### config.mk
export PLATFORM = sky130hd
export DESIGN_NAME = if_fetch_queue
export DESIGN_NICKNAME = d
export VERILOG_FILES = /design/src/rtl/if_fetch_queue_pkg.sv /design/src/rtl/if_fetch_queue_fetch_fifo.sv /design/src/rtl/if_fetch_queue.sv
export SDC_FILE = /design/constraint.sdc
export NUM_CORES = 1
export LEC_CHECK = 0
export CAP_MARGIN = 20
export CORE_ASPECT_RATIO = 0.6
export CORE_MARGIN = 2
export CORE_UTILIZATION = 35
export DETAILED_ROUTE_END_ITERATION = 16
export SETUP_SLACK_MARGIN = 0.4
export SYNTH_ARGS = -nofsm -noshare
export SYNTH_HDL_FRONTEND = slang
export SYNTH_SLANG_ARGS = --single-unit
### constraint.sdc
create_clock -name clk -period 5.5 [get_ports clk]
set_input_delay 1.65 -clock clk [delete_from_list [all_inputs] [get_ports clk]]
set_output_delay 1.65 -clock clk [all_outputs]
set_load 0.01 [all_outputs]
### src/rtl/if_fetch_queue_pkg.sv
// Shared CPU constants used by the pipeline segments.
//   XLEN_DEFAULT     : default PC / instruction width
//   INSN_STEP        : byte distance between sequential instructions
//   RESET_PC_DEFAULT : default first fetch address after reset
package if_fetch_queue_pkg;

    localparam int          XLEN_DEFAULT     = 32;
    localparam int          INSN_STEP        = 4;
    localparam logic [31:0] RESET_PC_DEFAULT = 32'h0000_0000;

endpackage

### src/rtl/if_fetch_queue_fetch_fifo.sv
// fetch_fifo: circular queue of fetched {pc, instruction} records.
// Ports:
//   clk, rst (async, active-low)
//   flush      : synchronous clear of pointers and count (wins over push/pop)
//   push       : write push_data at the tail
//   push_data  : record to enqueue
//   pop        : retire the head record
//   head_data  : record at the head (meaningful only while count != 0)
//   count      : number of valid records
// The caller never pushes when full nor pops when empty, so no guards here.
module fetch_fifo #(
    parameter int WIDTH = 64,
    parameter int DEPTH = 4
) (
    input  logic                       clk,
    input  logic                       rst,
    input  logic                       flush,
    input  logic                       push,
    input  logic [WIDTH-1:0]           push_data,
    input  logic                       pop,
    output logic [WIDTH-1:0]           head_data,
    output logic [$clog2(DEPTH+1)-1:0] count
);

    localparam int AW = $clog2(DEPTH);
    localparam int CW = $clog2(DEPTH+1);

    logic [WIDTH-1:0] mem [DEPTH];
    logic [AW-1:0]    head_ptr;
    logic [AW-1:0]    tail_ptr;

    // DEPTH is a power of two, so the pointers wrap by natural overflow.
    always_ff @(posedge clk or negedge rst) begin
        if (!rst) begin
            head_ptr <= '0;
            tail_ptr <= '0;
            count    <= '0;
        end else if (flush) begin
            head_ptr <= '0;
            tail_ptr <= '0;
            count    <= '0;
        end else begin
            if (push) tail_ptr <= tail_ptr + AW'(1);
            if (pop)  head_ptr <= head_ptr + AW'(1);
            case ({push, pop})
                2'b10:   count <= count + CW'(1);
                2'b01:   count <= count - CW'(1);
                default: count <= count;
            endcase
        end
    end

    // Storage needs no reset: count gates every read.
    always_ff @(posedge clk) begin
        if (push && !flush) mem[tail_ptr] <= push_data;
    end

    assign head_data = mem[head_ptr];

endmodule

### src/rtl/if_fetch_queue.sv
// if_fetch_queue: instruction fetch unit with a small decoupling queue.
// Ports:
//   clk, rst (async, active-low)
//   imem_req / imem_addr        : fetch request; memory answers one cycle later
//   imem_rvalid / imem_rdata    : response to the previous cycle's request
//   redir_valid / redir_pc      : redirect from EX; flushes queue and in-flight work
//   out_valid / out_ready       : head handshake to decode
//   out_pc / out_npc / out_ir   : head PC, PC+4 and instruction word
// Handshake: a record moves to decode on every rising edge where out_valid and
// out_ready are both 1; out_valid never depends on out_ready, and out_* hold
// steady while out_valid=1 and out_ready=0. The imem side has no back-pressure:
// every imem_req is accepted and answered by imem_rvalid exactly one cycle later.
module if_fetch_queue
    import if_fetch_queue_pkg::*;
#(
    parameter int               XLEN     = XLEN_DEFAULT,
    parameter int               DEPTH    = 4,
    parameter logic [XLEN-1:0]  RESET_PC = XLEN'(RESET_PC_DEFAULT)
) (
    input  logic            clk,
    input  logic            rst,
    output logic            imem_req,
    output logic [XLEN-1:0] imem_addr,
    input  logic            imem_rvalid,
    input  logic [XLEN-1:0] imem_rdata,
    input  logic            redir_valid,
    input  logic [XLEN-1:0] redir_pc,
    output logic            out_valid,
    input  logic            out_ready,
    output logic [XLEN-1:0] out_pc,
    output logic [XLEN-1:0] out_npc,
    output logic [XLEN-1:0] out_ir
);

    localparam int CW = $clog2(DEPTH+1);

    logic [XLEN-1:0]   fetch_pc;
    logic [XLEN-1:0]   inflight_pc;
    logic              inflight;
    logic              squash;
    logic [CW-1:0]     count;
    logic [CW-1:0]     occupancy;
    logic              push;
    logic              pop;
    logic [2*XLEN-1:0] head_data;

    // Reserve a slot for the outstanding request so a response always fits.
    assign occupancy = count + CW'(inflight);
    assign imem_req  = rst && !redir_valid && (occupancy < CW'(DEPTH));
    assign imem_addr = fetch_pc;

    // A response is kept only if it belongs to a live request: inflight blocks
    // responses issued before reset, squash blocks those issued before a
    // redirect, and a redirect in the arrival cycle wins as well.
    assign push = imem_rvalid && inflight && !squash && !redir_valid;
    assign pop  = out_valid && out_ready;

    always_ff @(posedge clk or negedge rst) begin
        if (!rst) begin
            fetch_pc    <= RESET_PC;
            inflight_pc <= RESET_PC;
            inflight    <= 1'b0;
            squash      <= 1'b0;
        end else begin
            inflight <= imem_req;
            squash   <= redir_valid;
            if (imem_req) inflight_pc <= fetch_pc;
            // Redirect target is taken as-is, alignment is not checked.
            if (redir_valid)   fetch_pc <= redir_pc;
            else if (imem_req) fetch_pc <= fetch_pc + XLEN'(INSN_STEP);
        end
    end

    fetch_fifo #(
        .WIDTH (2*XLEN),
        .DEPTH (DEPTH)
    ) u_fifo (
        .clk       (clk),
        .rst       (rst),
        .flush     (redir_valid),
        .push      (push),
        .push_data ({inflight_pc, imem_rdata}),
        .pop       (pop),
        .head_data (head_data),
        .count     (count)
    );

    assign out_valid = (count != '0);
    assign out_pc    = head_data[2*XLEN-1:XLEN];
    assign out_ir    = head_data[XLEN-1:0];
    assign out_npc   = out_pc + XLEN'(INSN_STEP);

endmodule

# After elaboration in Yosys (flattened, before gate mapping)
# Memory sizes are Yosys's and may differ from the RTL's.
# Cells that the tools add are included.
dict set report totals {
  mem_count 1
  regBits 73
  ram_bits 256
  wordCells 42
  output_inout_bits 130
  input_bits 69
}
# memory depth word_bits rd rd_clocked_by_memory_dff write_ports line_no
set mem_list {}
lappend mem_list {u_fifo.mem 4 64 1 0 1 if_fetch_queue_fetch_fifo.sv:28} ;# logic [WIDTH-1:0] mem [DEPTH];
dict set report op_classes {
  addsub 7
  mux 10
  eq_ne 2
  n_lt_le_gt_ge 1
  reduce_logical 14
}
# operator count
set op_table {}
lappend op_table {{$add 32x3->32 const B} 2}
lappend op_table {{$mux 32} 2}
lappend op_table {{$mux 2} 4}
lappend op_table {{$logic_and 1x1->1} 7}
lappend op_table {{$pmux 3 s2} 1}
lappend op_table {{$reduce_bool 2->1} 3}
lappend op_table {{$reduce_bool 3->1} 2}
lappend op_table {{$add 2x1->2 const B} 2}
lappend op_table {{$add 3x1->3} 1}
lappend op_table {{$add 3x1->3 const B} 1}
lappend op_table {{$lt 3x3->1 const B} 1}
lappend op_table {{$mux 3} 1}
lappend op_table {{$sub 3x1->3 const B} 1}
lappend op_table {{$eq 2x1->1 const B} 1}
lappend op_table {{$eq 2x2->1 const B} 1}
lappend op_table {{$logic_not 1->1} 2}
lappend op_table {{$mux 1} 2}

# Logic depth before layout (Yosys ltp)
# Gate-level depths: netlist of run 1.
dict set report depth {
  ltp_word 6
  ltp_mapped 8
  depth_no_buf 8
}

# Modules after synthesis
# A second synthesis of run 1 with hierarchy kept.
dict set report unflattened {
  hier_cells 778
  area_unflattened_um2 13534.2
}
# module cells_each area_per_inst_um2 instances seq_area_each_um2
set modules_own_cells {}
lappend modules_own_cells {fetch_fifo 375 9656.8 1 7862.5}
lappend modules_own_cells {if_fetch_queue 403 3877.5 1 1651.6}

# Worst setup path after synthesis of run 1
# OpenSTA, ideal clock, no wires.
dict set report synth_path {
  kind {input -> output}
  from {input port redir_valid}
  to {output port imem_req}
  t_arrival_ns 2.690
  cell_stages 5
  required_ns 3.850
  n_path_buf 2
  path_slack_ns 1.160
  cell_sequence {inv_1 -> o211ai_1 -> clkbuf_1 -> clkbuf_1 -> inv_1}
}
dict set report synth_via {
  elab_chain_cells 3
}
# item line_no
set synth_lines {}
lappend synth_lines {{start: declaration} if_fetch_queue.sv:26} ;# input logic redir_valid,
lappend synth_lines {{$logic_not 1->1} if_fetch_queue.sv:49} ;# assign imem_req = rst && !redir_valid && (occupancy < CW'(DEPTH));
lappend synth_lines {{$logic_and 1x1->1 (2 in a row)} if_fetch_queue.sv:49}
lappend synth_lines {{end: declaration} if_fetch_queue.sv:22} ;# output logic imem_req,
# Every way passes these cells.

# Final worst setup path of run 1
dict set report layout_path {
  from {register u_fifo.head_ptr[0]}
  to {output port out_npc[19]}
}
dict set report layout_via {
  elab_chain_cells 2
}
# item line_no
set layout_lines {}
lappend layout_lines {{start: declaration} if_fetch_queue_fetch_fifo.sv:29} ;# logic [AW-1:0] head_ptr;
lappend layout_lines {{start signal: assignment} if_fetch_queue_fetch_fifo.sv:44} ;# if (pop) head_ptr <= head_ptr + AW'(1);
lappend layout_lines {{$mem_v2 4x64} -}
lappend layout_lines {{$add 32x3->32} if_fetch_queue.sv:91} ;# assign out_npc = out_pc + XLEN'(INSN_STEP);
lappend layout_lines {{end: declaration} if_fetch_queue.sv:31} ;# output logic [XLEN-1:0] out_npc,
# Every way passes these cells.

==> results of run 1 <==
metal layers:
metal	GRT usage	vias up
li1	-	3378
met1	0.238	3854
met2	0.227	211
met3	0.0435	50
met4	0.0412	2
met5	0	-
final timing paths:
| path | startpoint | endpoint | slack [ns] |
|---|---|---|---|
| min in group asynchronous | rst | imem_addr[11] | 0.95 |
| setup reg to reg | u_fifo.count[0] | imem_addr[21] | 2.79 |
| hold / removal | inflight_pc[1] | u_fifo.mem[2][33] | 0.52 |
| max in group asynchronous | rst | u_fifo.head_ptr[0] | 3.36 |
| setup / recovery | u_fifo.head_ptr[0] | out_npc[19] | 0.48 |
| hold reg to reg | inflight_pc[1] | u_fifo.mem[2][33] | 0.52 |
report_power, final:
part	internal [mW]	switching, mW	leakage [nW]
clock network	1.37	0.947	0.543
registers	2.96	0.282	3.21
logic	0.998	0.803	2.15
state kept, by name, summed over array words and instances, names as in the netlist:
register         flops
inflight_pc         32
u_fifo.mem         256
u_fifo.tail_ptr      2
inflight             1
squash               1
u_fifo.count         3
imem_addr           32
u_fifo.head_ptr      2
kinds of logic (layout without fill, tap and decap cells):
family,count (synthesis),in the layout,share of synthesized area
flops,329,329,0.713
simple gates,170,171,0.0675
mux,94,94,0.135
xor+xnor,59,59,0.0387
buf+inv,49,300,0.0184
compound gates,45,45,0.0198
fa+ha+maj,7,7,0.00713
other cells,0,2,0
metrics by stage:
step	total power [mW]	cells	setup WS (ns)
after floorplan	4.10	753	1.16
after global placement	5.00	1445	0.491
after detailed placement	5.01	1445	0.439
after CTS	7.39	1510	0.365
after global routing	7.69	1518	0.363
final	7.36	1520	0.483
final cells by class:
class	count	area, µm²
timing repair buffer	223	2270
clock inverter	12	158
clock buffer	49	962
tap	513	642
multi-input combinational	376	3640
fill	3267	20400
sequential	329	9520
inverter	16	60.1
antenna	2	5.00
synthesized netlist by cell type, types with 2 or more instances:
master,instances
nor4_1,7
nand3_1,20
mux4_2,56
nand3b_1,2
buf_4,2
and3_1,7
edfxtp_1,256
mux2i_1,3
or3_1,2
and4_1,6
mux2_2,27
and2_1,6
xor2_1,27
nand2_1,63
nor3_1,17
inv_1,16
a31oi_1,3
nand4_1,6
o211ai_1,5
clkbuf_1,20
ha_1,6
nor4_2,5
buf_2,4
nor2_1,21
mux4_1,8
buf_6,6
dfrtp_1,73
o21ai_0,30
xnor2_1,32
what timing repair did:
| item | in CTS | in global routing |
|---|---|---|
| gates cloned | 0 | 1 |
| hold buffers | 0 | 0 |
| buffers inserted | 4 | 7 |
| pin swaps | 1 | 3 |
| endpoints found under the setup margin | 20 | 15 |
| gates resized for setup | 5 | 14 |
critical path: cells and delay by family, from the launching register on:
family	cells	cell delay [ns]
xor+xnor	1	0.19
buf+inv	2	0.72
flops	1	0.51
mux	1	0.40
simple gates	3	1.03
==> results.md, run 1 <==
* Hpwl dp at 21000 µm
* Die width at 256 µm
* Finished Core Util at 0.459
* Yosys top cell by area: edfxtp_1
* Syn nets at 829
* Initial antenna violation count at 1
* Data required time of the critical path at 3.85 ns
* Clk buf depth at 3
* Worst hold path class: register to register
* Final hold vios at 0
* Max Cap Viol at 0
* Commonest cells after routing, fill and taps aside: 256 x edfxtp_1, 193 x clkdlybuf4s50_1, 71 x dfrtp_1, 62 x nand2_1, 58 x mux4_2
* Die Area at 39700 µm²
* Pin count of the biggest net entering global routing at 70
* Total CTS buffers at 34
* Reg2reg path depth at 6
* Area share of the largest cell type after synthesis at 0.576
* Final WL at 31900 µm
* Synth Instances at 753
* Worst ir drop on vdd at 0.000158 V
* Most common cell after layout, fill and taps aside: edfxtp_1
* Routed via count at 7495
* Final ANT Viol Nets at 0
* RD Place Congestion at 0.904
* CTS tree: built
* PortBufs at 198
* CP Max Fanout at 6
* Mapped Area at 13300 µm²
* Critical path, cell by cell: buf_12, mux4_2, and4_4, or3b_4, nor3_1, xor2_1, clkdlybuf4s50_1
* Vias in the first global route at 7596
* Crit-path slowest cell: clkdlybuf4s50_1
* Synth Area per Inst at 17.7 µm²
* Total iterations of the first detailed-routing run at 4
* Min cycle time layout at 5.02 ns
* Setup CP Type: register to output pin
* Maximum clock frequency at 199 MHz
* H-Tree Level Count at 2
* Crit. End Element: output pin
* Min-Delay Path Depth at 0
* Met1 Wirelength at 15700 µm
* Worst-margin pin slew at 0.873 ns
* Crit share post-route at 0.912
* Outcome: complete, no violations
* Setup violators final at 0
* Synthesis warning total at 0
* Register area share after synthesis at 0.713
* Clock Sinks at 329
* Metal3 WL at 2000 µm
* Layout cells sized above 1 at 0.183
* Normalized max-slew margin at 0.418
* Gr ovfl total at 0
* Met2 wire length at 13600 µm
* WL per Instance at 21.0 µm
* Top sig layer: met5
* GRT Util Overall at 0.159
* Final Cell Area at 17300 µm²
* Final hold slack at 0.521 ns
* Pwr Density at 426 nW/µm²
* Clock-pin slew on the worst setup and hold paths at 0.06 ns
* Post-synth EDFFs at 256
* First-pass GRT wire length at 47400 µm
* Vias per cell at 4.93
* Top cells by area in the synthesized netlist: edfxtp_1 58%, dfrtp_1 14%, mux4_2 9.5%, mux2_2 2.3%, xnor2_1 2.1%
* Root Buffer: clkbuf_16
* # IOs at 199
* CP peak stage delay at 0.56 ns
* Synth cell types at 46
* CORE AREA at 37600 µm²
* FP Rows at 55
* Initial core utilization at 0.354
* Post-synth ARST share at 0.222
* Die Span Y at 155 µm
* Setup tns final at 0 ns
* Initial DRC count at 620
* CP arrival at 3.37 ns
* Fin Clk Skew at 0.0206 ns
* Post-layout nets at 1056
* Worst-Skew Late Latency at 0.53 ns
* Yosys reg bits at 329
* # DRC at 0
* Startpoint Class: register
* Area post-placement at 15900 µm²
* Slew Viols, Final at 0
* RSZ-0062 raised after global routing: true
* P&R area growth vs syn at 29.4%
* Top_reg_cell synth: edfxtp_1
* Leak at 5.90 nW
Power figures use the tool's default switching activity.
==> run 2, diff against run 1 <==
--- a/config.mk
+++ b/config.mk
@@ -10,6 +10,7 @@
 export CORE_MARGIN = 2
 export CORE_UTILIZATION = 35
 export DETAILED_ROUTE_END_ITERATION = 16
+export GPL_TIMING_DRIVEN = 0
 export SETUP_SLACK_MARGIN = 0.4
 export SYNTH_ARGS = -nofsm -noshare
 export SYNTH_HDL_FRONTEND = slang
==> results.md, run 2 (synthesis results as in run 1) <==
* RD Place Congestion at 0.802 (was 0.904)
* GRT Util Overall at 0.162 (was 0.159)
* H-Tree Level Count at 1 (was 2)
* Min-Delay Path Depth at 2 (was 0)
* Clock power frac at 0.306 (was 0.315)
* CP peak stage delay at 0.57 ns (was 0.56 ns)
* Reg2reg path depth at 4 (was 6)
* Fin Clk Skew at 0.0200 ns (was 0.0206 ns)
* Vias per cell at 4.91 (was 4.93)
* CP Max Fanout at 10 (was 6)
* # DRC at 0 (unchanged)
* Worst hold path class: register to register (unchanged)
* Final ANT Viol Nets at 0 (unchanged)
* Most common cell after layout, fill and taps aside: edfxtp_1 (unchanged)
* CORE AREA at 37600 µm² (unchanged)
* Crit-path slowest cell: clkdlybuf4s50_1 (unchanged)
* Max Cap Viol at 0 (unchanged)
* Setup violators final at 0 (unchanged)
* Final WL at 31800 µm (was 31900 µm)
* First-pass GRT wire length at 48700 µm (was 47400 µm)
* WL per Instance at 20.6 µm (was 21.0 µm)
* Internal power at 5.21 mW (was 5.33 mW)
* Initial DRC count at 612 (was 620)
* Hold-fix buffers, CTS at 0 (unchanged)
* Data required time of the critical path at 3.85 ns (about the same)
* Commonest cells after routing, fill and taps aside: 256 x edfxtp_1, 183 x clkdlybuf4s50_1, 72 x dfrtp_1, 62 x mux4_2, 62 x nand2_1 (was 256 x edfxtp_1, 193 x clkdlybuf4s50_1, 71 x dfrtp_1, 62 x nand2_1, 58 x mux4_2)
* P&R area growth vs syn at 30.1% (was 29.4%)
* Worst Path Buf+Inv at 3 (was 2)
* RSZ-0062 raised after global routing: true (unchanged)
* Leak at 6.04 nW (was 5.90 nW)
* Post-layout nets at 1077 (was 1056)
* Slew Viols, Final at 0 (unchanged)
* Sw Ratio at 0.277 (was 0.276)
* Die width at 256 µm (unchanged)
* # IOs at 199 (unchanged)
* Min cycle time layout at 4.98 ns (was 5.02 ns)
* Pwr Density at 415 nW/µm² (was 426 nW/µm²)
* Crit path depth at 8 (was 7)
* Vias in the first global route at 7715 (was 7596)
* Final hold vios at 0 (unchanged)
* Clock Sinks at 329 (unchanged)
* CP arrival at 3.33 ns (was 3.37 ns)
* PortBufs at 198 (unchanged)
* Clk buf depth at 3 (unchanged)
* Die Span Y at 155 µm (unchanged)
* Tot Pwr at 7.21 mW (was 7.36 mW)
* Worst-margin pin slew at 0.699 ns (was 0.873 ns)
* Critical path, cell by cell: buf_8, mux4_2, and4_4, or3b_1, buf_6, nor3_1, xnor2_1, clkdlybuf4s50_1 (was buf_12, mux4_2, and4_4, or3b_4, nor3_1, xor2_1, clkdlybuf4s50_1)
* Finished Core Util at 0.461 (was 0.459)
* FP Rows at 55 (unchanged)
* Total CTS buffers at 31 (was 34)
* Worst ir drop on vdd at 0.000224 V (was 0.000158 V)
* Initial antenna violation count at 0 (was 1)
* Die Area at 39700 µm² (unchanged)
* Normalized max-slew margin at 0.530 (was 0.418)
* Clock-pin slew on the worst setup and hold paths at 0.07 ns (was 0.06 ns)
* Layout cells sized above 1 at 0.193 (was 0.183)
* Crit share post-route at 0.906 (was 0.912)
* Root Buffer: clkbuf_16 (unchanged)
* Maximum clock frequency at 201 MHz (was 199 MHz)
* Net Sw Power at 2.00 mW (was 2.03 mW)
* Outcome: complete, no violations (unchanged)
* Crit. End Element: output pin (unchanged)
* Final Cell Area at 17400 µm² (was 17300 µm²)
* CTS tree: built (unchanged)
* Top delay family on crit path: buffers and inverters (was simple AND/OR/NAND/NOR gates)
* Startpoint Class: register (unchanged)
* Pin count of the biggest net entering global routing at 42 (was 70)
* Total iterations of the first detailed-routing run at 5 (was 4)
* Logic pwr share at 0.247 (was 0.245)
* Worst-Skew Late Latency at 0.58 ns (was 0.53 ns)
* Hpwl dp at 22000 µm (was 21000 µm)
* Part of the power in registers at 0.446 (was 0.441)
* Gr ovfl total at 0 (unchanged)
* Setup CP Type: register to output pin (unchanged)
* Routed via count at 7567 (was 7495)
* Area post-placement at 16100 µm² (was 15900 µm²)
* Top reg by flops: u_fifo.mem (unchanged)
* Initial core utilization at 0.354 (unchanged)
* FF-to-FF setup slack at 3.11 ns (was 2.79 ns)
* Max reg flops at 256 (unchanged)
[run 2: cell types whose count changed in the layout (fill, tap and decap cells not counted), sizes merged]
cell | previous run | this run
bufinv | 3 | 4
dlymetal6s2s | 3 | 13
dlygate4sd2 | 0 | 1
bufbuf | 0 | 1
or3b | 2 | 1
clkinv | 5 | 14
diode | 2 | 1
buf | 27 | 29
clkdlybuf4s50 | 193 | 183
clkbuf | 49 | 56
clkinvlp | 1 | 2
[run 2: metrics by stage]
step                      setup TNS, ns  std cells  setup WS, ns  hold WS, ns
final                                 0       1540         0.515        0.517
after global routing                  0       1539         0.294        0.541
after CTS                             0       1536         0.366        0.518
after detailed placement         -0.458       1469        -0.458        0.496
after global placement          -197.13       1464         -3.00        0.495
after floorplan                       0        753          1.16        0.471
[run 2: final timing paths]
| check | startpoint | endpoint |
|---|---|---|
| min | imem_addr[1] | inflight_pc[1] |
| max reg2reg | squash | u_fifo.mem[3][13] |
| min reg2reg | imem_addr[1] | inflight_pc[1] |
| min in group asynchronous | rst | imem_addr[18] |
| max in group asynchronous | rst | u_fifo.head_ptr[0] |
| max | u_fifo.head_ptr[0] | out_npc[25] |
[run 2: cell type report]
| class | instances | area, µm² |
|---|---|---|
| Fill cell | 3247 | 20300 |
| Sequential cell | 329 | 9520 |
| Multi-Input combinational cell | 375 | 3620 |
| Timing Repair Buffer | 215 | 2260 |
| Clock buffer | 35 | 821 |
| Tap cell | 513 | 642 |
| Clock inverter | 23 | 234 |
| Buffer | 33 | 210 |
| Inverter | 16 | 60.1 |
| Antenna cell | 1 | 2.50 |
[run 2: tightest hold or removal path, delay by kind of cell (launching register included)]
family,cells,cell delay [ns]
flops,1,0.37
simple gates,2,0.12
[run 2: timing repair]
action                     in CTS  in global routing
setup endpoints to repair      49                 19
setup buffers                   8                  3
gates resized for setup        24                 20
hold endpoints to repair        0                  0
pin swaps                       1                  2
cloned                          1                  0
[run 2: metal layers]
metal,GRT usage,part of all wire,vias up
met5,0,0,-
met4,0.0317,0.016,0
met3,0.0342,0.058,35
met2,0.233,0.42,237
met1,0.252,0.50,3862
li1,-,-,3433
[run 2: power groups by stage]
stage	Clock (mW)	Combinational (mW)	Sequential, mW
3_3_place_gp	0	1.76	3.25
3_5_place_dp	0	1.77	3.27
2_1_floorplan	0	0.956	3.14
6_report	2.21	1.78	3.22
4_1_cts	2.26	1.82	3.22
5_1_grt	2.37	1.92	3.25
